<file path="src/rtl/prog_loader.sv">
// Framed byte-stream loader for the uP program memory.
// Header length, payload writes, checksum gate on core release.
module prog_loader #(
  parameter int ADDR_W = 12
) (
  input  logic              clock,
  input  logic              reset,
  input  logic              start,
  input  logic              in_valid,
  input  logic [7:0]        in_data,
  output logic              in_ready,
  output logic              mem_we,
  output logic [ADDR_W-1:0] mem_addr,
  output logic [7:0]        mem_wdata,
  output logic              cpu_reset,
  output logic              busy,
  output logic              done,
  output logic              error
);

  typedef enum logic [2:0] {
    S_IDLE,
    S_LEN_HI,
    S_LEN_LO,
    S_DATA,
    S_CHECK,
    S_DONE,
    S_ERR
  } state_t;

  localparam logic [ADDR_W-1:0] LEN_ONE = ADDR_W'(1);

  state_t            state_q, state_d;
  logic [ADDR_W-1:0] len_q, len_d;
  logic [ADDR_W-1:0] count_q, count_d;
  logic [7:0]        sum_q, sum_d;
  logic              mem_we_q, mem_we_d;
  logic [ADDR_W-1:0] mem_addr_q, mem_addr_d;
  logic [7:0]        mem_wdata_q, mem_wdata_d;
  logic              rst_hold_q;

  logic       xfer;
  logic       hi_bad;
  logic [7:0] sum_nx;

  assign xfer   = in_valid & in_ready;
  assign sum_nx = sum_q + in_data;
  // Header bits that would exceed the address space
  assign hi_bad = |(in_data >> (ADDR_W - 8));

  always_comb begin
    state_d     = state_q;
    len_d       = len_q;
    count_d     = count_q;
    sum_d       = sum_q;
    mem_we_d    = 1'b0;
    mem_addr_d  = mem_addr_q;
    mem_wdata_d = mem_wdata_q;
    unique case (state_q)
      S_IDLE, S_DONE, S_ERR: begin
        if (start) begin
          len_d   = '0;
          count_d = '0;
          sum_d   = '0;
          state_d = S_LEN_HI;
        end
      end
      S_LEN_HI: begin
        if (xfer) begin
          sum_d              = sum_nx;
          len_d[ADDR_W-1:8]  = in_data[ADDR_W-9:0];
          state_d            = hi_bad ? S_ERR : S_LEN_LO;
        end
      end
      S_LEN_LO: begin
        if (xfer) begin
          sum_d      = sum_nx;
          len_d[7:0] = in_data;
          state_d    = (len_d == '0) ? S_CHECK : S_DATA;
        end
      end
      S_DATA: begin
        if (xfer) begin
          sum_d       = sum_nx;
          mem_we_d    = 1'b1;
          mem_addr_d  = count_q;
          mem_wdata_d = in_data;
          count_d     = count_q + LEN_ONE;
          if (count_q == len_q - LEN_ONE) state_d = S_CHECK;
        end
      end
      S_CHECK: begin
        if (xfer) state_d = (sum_nx == 8'h00) ? S_DONE : S_ERR;
      end
      default: state_d = S_IDLE;
    endcase
  end

  always_ff @(posedge clock) begin
    if (reset) begin
      state_q     <= S_IDLE;
      len_q       <= '0;
      count_q     <= '0;
      sum_q       <= '0;
      mem_we_q    <= 1'b0;
      mem_addr_q  <= '0;
      mem_wdata_q <= '0;
      rst_hold_q  <= 1'b1;
    end else begin
      state_q     <= state_d;
      len_q       <= len_d;
      count_q     <= count_d;
      sum_q       <= sum_d;
      mem_we_q    <= mem_we_d;
      mem_addr_q  <= mem_addr_d;
      mem_wdata_q <= mem_wdata_d;
      rst_hold_q  <= 1'b0;
    end
  end

  assign busy      = (state_q == S_LEN_HI) || (state_q == S_LEN_LO) ||
                     (state_q == S_DATA)   || (state_q == S_CHECK);
  assign in_ready  = busy;
  assign done      = (state_q == S_DONE);
  assign error     = (state_q == S_ERR);
  // Core stays held through reset and the cycle right after it
  assign cpu_reset = reset | rst_hold_q |
                     ~((state_q == S_IDLE) || (state_q == S_DONE));
  assign mem_we    = mem_we_q;
  assign mem_addr  = mem_addr_q;
  assign mem_wdata = mem_wdata_q;

endmodule

</file>
<file path="config.mk">
export PLATFORM = sky130hd
export DESIGN_NAME = prog_loader
export DESIGN_NICKNAME = d
export VERILOG_FILES = /design/src/rtl/prog_loader.sv
export SDC_FILE = /design/constraint.sdc
export NUM_CORES = 1
export LEC_CHECK = 0
export CAP_MARGIN = 30
export CORE_MARGIN = 3
export CORE_UTILIZATION = 40
export DETAILED_ROUTE_END_ITERATION = 10
export GPL_ROUTABILITY_DRIVEN = 1
export REMOVE_ABC_BUFFERS = 1
export SYNTH_ARGS = -nofsm -noshare
export SYNTH_HDL_FRONTEND = slang
export SYNTH_SLANG_ARGS = --single-unit
</file>
<file path="constraint.sdc">
create_clock -name clock -period 2.5 [get_ports clock]
set_clock_uncertainty 0.05 [all_clocks]
set_input_delay 0.375 -clock clock [delete_from_list [all_inputs] [get_ports clock]]
set_output_delay 0.375 -clock clock [all_outputs]
set_load 0.05 [all_outputs]
</file>
== Word-level counts from Yosys, hierarchy flattened ==
Cells that the tools add are included.

* Mux-type cells: 22
* Add/subtract/negate cells: 3
* Reduce and logical (&&, ||, !) cells: 21
* Bitwise logic cells: 5
* Eq/ne operators: 14

{| class="wikitable"
|+ Operator list
! kind !! number
|-
| 8-bit case mux with 2 select lines || 2
|-
| 12-bit two-way mux || 2
|-
| 3-bit two-way mux || 8
|-
| 8-bit two-way mux || 3
|-
| 12-bit case mux with 2 select lines || 1
|-
| 3-bit case mux with 5 select lines || 1
|-
| 12-bit by 1-bit adder with 12-bit output, second input constant || 1
|-
| 12-bit equality test || 1
|-
| 12-bit logical NOT || 1
|-
| 2-bit inequality test, second input constant || 6
|-
| 3-bit AND reduction || 4
|-
| 12-bit by 1-bit subtractor with 12-bit output, second input constant || 1
|-
| 3-bit equality test, second input constant || 3
|-
| 8-bit adder || 1
|-
| 8-bit logical NOT || 1
|-
| 4-bit case mux with 2 select lines || 1
|-
| 2-bit nonzero test || 4
|-
| 3-bit by 2-bit equality test with 1-bit output, second input constant || 2
|-
| 6-bit AND reduction || 1
|-
| 3-bit OR reduction || 2
|-
| 1-bit logical OR || 4
|-
| 4-bit two-way mux || 1
|-
| 4-bit OR reduction || 1
|-
| 3-bit by 1-bit equality test with 1-bit output, second input constant || 1
|-
| other kinds (9) || 12
|}

* Input port bits: 12
* Output and inout port bits: 26
* Logic and storage cells: 74
* Bits in registers: 57

== Longest topological paths before layout ==
* Depth in word-level cells: 7
* Gate-level depth with buffers: 9
* Mapped depth without buffers: 9

== Least setup slack after synthesis ==
No wires, ideal clock.

* Path kind: input to register
* Start point: input in_data[0]
* End point: register state_q[0]
* Cell stages on the path: 9
* Buffers on the path: 0
* Setup slack: 0.059 ns
* Setup time: 0.086 ns
* Required time: 2.364 ns
* Arrival time: 2.305 ns
* Path through: ha_1 -> fa_1 -> a211oi_1 -> nor2_1 -> xor2_1 -> nor3_1 -> nor4bb_1 -> o221ai_1 -> a211oi_1

* Longest elaborated chain between the ends: 5
* Elaborated cells on any way between the ends: 8
* Those cells by class: add/sub: 1; mux: 5; reduce/logical: 2

{| class="wikitable"
|+ RTL lines
! element !! RTL line !! RTL
|-
| start, declared || 10 || <nowiki>input logic [7:0] in_data,</nowiki>
|-
| 8-bit adder || 47 || <nowiki>assign sum_nx = sum_q + in_data;</nowiki>
|-
| 8-bit logical NOT || 93 || <nowiki>if (xfer) state_d = (sum_nx == 8'h00) ? S_DONE : S_ERR;</nowiki>
|-
| 2-bit two-way mux || 93 ||
|-
| 3-bit two-way mux || 93 ||
|-
| 3-bit case mux with 5 select lines * || 59 || <nowiki>unique case (state_q)</nowiki>
|-
| end signal, assigned || 110 || <nowiki>state_q <= state_d;</nowiki>
|-
| end, declared || 33 || <nowiki>state_t state_q, state_d;</nowiki>
|}

Mark *: on every way between the ends. The rest lies on a longest branch, timed or not. The select of a mux whose other input is x is not followed.
A chain may end at the register's enable or synchronous reset.

== Worst setup path in the final report ==
* Start point: register sum_q[0]
* End point: register state_q[0]

* Longest elaborated chain between the ends: 5

{| class="wikitable"
|+ RTL lines
! element !! RTL line !! RTL
|-
| start, declared || 36 || <nowiki>logic [7:0] sum_q, sum_d;</nowiki>
|-
| start signal, assigned || 113 || <nowiki>sum_q <= sum_d;</nowiki>
|-
| 8-bit adder || 47 ||
|-
| 8-bit logical NOT || 93 ||
|-
| 2-bit two-way mux || 93 ||
|-
| 3-bit two-way mux || 93 ||
|-
| 3-bit case mux with 5 select lines || 59 ||
|}

Every way passes these cells. The select of a mux whose other input is x is not followed.

==> metrics.txt <==
largest net degree at the start of global routing 26; DR vias about 2,900; Setup violations, final 0; Rows 31; status finished clean; DRC viols 0; 1st-pass router iterations 5; synth warn 0; WS Path Type reg -> reg; CTS tree yes; Tcrit/Tclk final 97.7%; hold slack roughly 0.20 ns; Hold Path Class in -> reg; Netlist cell types between 50 and 60; net count reported at finish 481; routed wire length roughly 8200 um; Worst-Skew Late Latency 0.34 ns; Worst Tran Pin Value 0.527 ns; TritonCTS Buffers 9; CP Data Arrival Time 2.65 ns; post-DR vias/cell between 5 and 6; antenna violations before repair 0; Max Transition Viols Final 0; hpwl dp ~6000 um; drt initial violations ~160; hold buffers post-CTS 0; Final Cell Area between 4000 and 5000 um2; clock sink total 57; CTS Buffer Depth 2; Hold Violations, Final 0; Die H roughly 94 um; reg-to-reg startpoint sum_q[0]; Synth Instances 386; RePlAce Congestion 0.928; DP Worst Slack -0.683 ns; clk slew on worst S/H paths roughly 0.07 ns; layout cells sized above 1 between 20 and 25%; Post-synth EDFFs 0; Worst EP required roughly 2.7 ns; first-pass GRT wire length 13,600 um; maximum fanout along the worst path 2; predominant post-synthesis flop cell dfxtp_1; area leader, netlist dfxtp_1; Syn-to-layout area delta 34.1%; R2R Setup Slk ~0.059 ns; input/output buffers 37; Synth top area share between 30% and 40%; area of placed instances approximately 3800 um2; FF-to-FF End state_q[0]; Max Fclk approximately 0.41 GHz; Max-slew headroom about 65%; final antenna diode count 0; RSZ-0062 raised after global routing yes; # IOs 38; post-layout worst setup margin 0.0585 ns; cells on worst reg2reg path 9; GR Util All Layers approximately a fifth; die area 8810 um2; Synth async-reset ratio 0%; number of global-route vias before repair 2,755; Seq/Total Area, Yosys roughly 37%; htree depth 3; Synth area leaders dfxtp_1 37%, nand2_1 7.9%, a21oi_1 7.0%; synthesized cell area around 3000 um2; Setup crit end kind register; CP Launch Type register; DIE WIDTH ~94 um; FF+latch count, synth between 50 and 60; minimum clock period approximately 2.4 ns; Core Box Area approximately 7400 um2; pwr dens roughly 900 nW/um2; cell count after placement between 500 and 600; Post-Syn Area per Cell ~8 um2; GRT overflow 0; DR WL/cell 14.6 um; Max rail drop VDD about 0.43 mV; Initial Util a little over two fifths; CP Launch Point sum_q[0]; maxcap violations 0; post-route ant nets 0; CP Capture Point state_q[0]; clock root buffer clkbuf_8; fin cells about 560; Lkg Pwr ~1.6 nW
-- synth_stat cells (all sizes together), types with 4 or more instances --
master	instances
clkbuf	17
inv	7
a21oi	43
a22oi	8
o21ai	12
nand3	16
or4	4
o221ai	5
ha	9
nor3	8
dfxtp	57
nor2b	4
xor2	16
nand4	5
nor2	39
nand2	65
xnor2	14
or3	7
-- worst min-delay path by stage --
stage | startpoint | to | slack [ns] | cells after the start
2_1_floorplan | reset | rst_hold_q | 0.35 | 0
6_report | reset | rst_hold_q | 0.20 | 1
3_3_place_gp | mem_addr[9] | mem_addr[9] | 0.39 | 2
5_1_grt | reset | rst_hold_q | 0.19 | 1
4_1_cts | reset | rst_hold_q | 0.20 | 1
3_5_place_dp | mem_addr[1] | mem_addr[1] | 0.40 | 2
-- layer usage --
layer | track usage [%] | wire length (um)
met5 | 0 | 0
met4 | 6.14 | 123
met3 | 3.53 | 333
met2 | 33.3 | 3990
met1 | 26.0 | 3750
-- what timing repair did --
item,CTS,global route
gates resized for setup,10,16
pin swaps,7,12
endpoints found under the setup margin,2,3
buffers inserted,1,2
-- kinds of logic after synthesis --
group / after synthesis / synth area share [%]
compound gates: 93 / 18.7
xor+xnor: 30 / 8.51
fa+ha+maj: 10 / 4.30
buf+inv: 27 / 4.34
flops: 57 / 37.0
mux: 1 / 0.324
simple gates: 168 / 26.9
-- cell type report --
class	count	area, um2
fillers	713	3230
multi-input cells	302	1920
clock buffers	9	124
clock inverters	7	77.6
well taps	99	124
repair buffers	82	721
inverters	7	26.3
flip-flops and latches	57	1140
-- through the flow --
stage | power (mW) | TNS (ns) | utilization [%]
after detailed placement | 2.80 | -1.63 | 51.5
final | 3.80 | 0 | 56.2
after global routing | 4.03 | -0.115 | 56.2
after global placement | 2.78 | -1.40 | 51.5
after floorplan | 2.13 | -0.628 | -
after CTS | 3.75 | 0 | 55.1
-- flip-flops by register name, indices dropped and copies added (netlist names) --
register	cells
count_q	12
mem_we	1
sum_q	8
mem_addr	12
len_q	12
rst_hold_q	1
mem_wdata	8
state_q	3
-- where the power goes --
part           leakage, nW  switching, mW  total, mW  internal, mW
clock               0.0885          0.415      0.881         0.466
sequential           0.463          0.108       1.10         0.990
combinational         1.03           1.00       1.82         0.813
-- cells in the final DEF, fill, tap and decap left out, types with 5 or more instances in the layout --
| cell type | instances |
|---|---|
| clkbuf_8 | 9 |
| xor2_1 | 16 |
| dfxtp_1 | 54 |
| a22oi_1 | 8 |
| or3_1 | 7 |
| a21oi_1 | 41 |
| nand3_1 | 16 |
| nand2_1 | 65 |
| nand4_1 | 5 |
| nor3_1 | 5 |
| buf_4 | 48 |
| o21ai_0 | 12 |
| nor2_1 | 38 |
| ha_1 | 6 |
| xnor2_1 | 12 |
| inv_1 | 7 |
| clkdlybuf4s50_1 | 29 |
| o221ai_1 | 5 |
-- critical path, cell delays in order, from the launching register on --
cell and delay [ns]:
dfxtp_2 0.34, ha_4 0.17, fa_2 0.38, a211oi_2 0.25
nor2_1 0.08, xor2_1 0.17, nor3_2 0.19, nor4bb_4 0.33
o221ai_1 0.16, a211oi_1 0.24
Note: power is estimated with default switching activity, not from simulation.
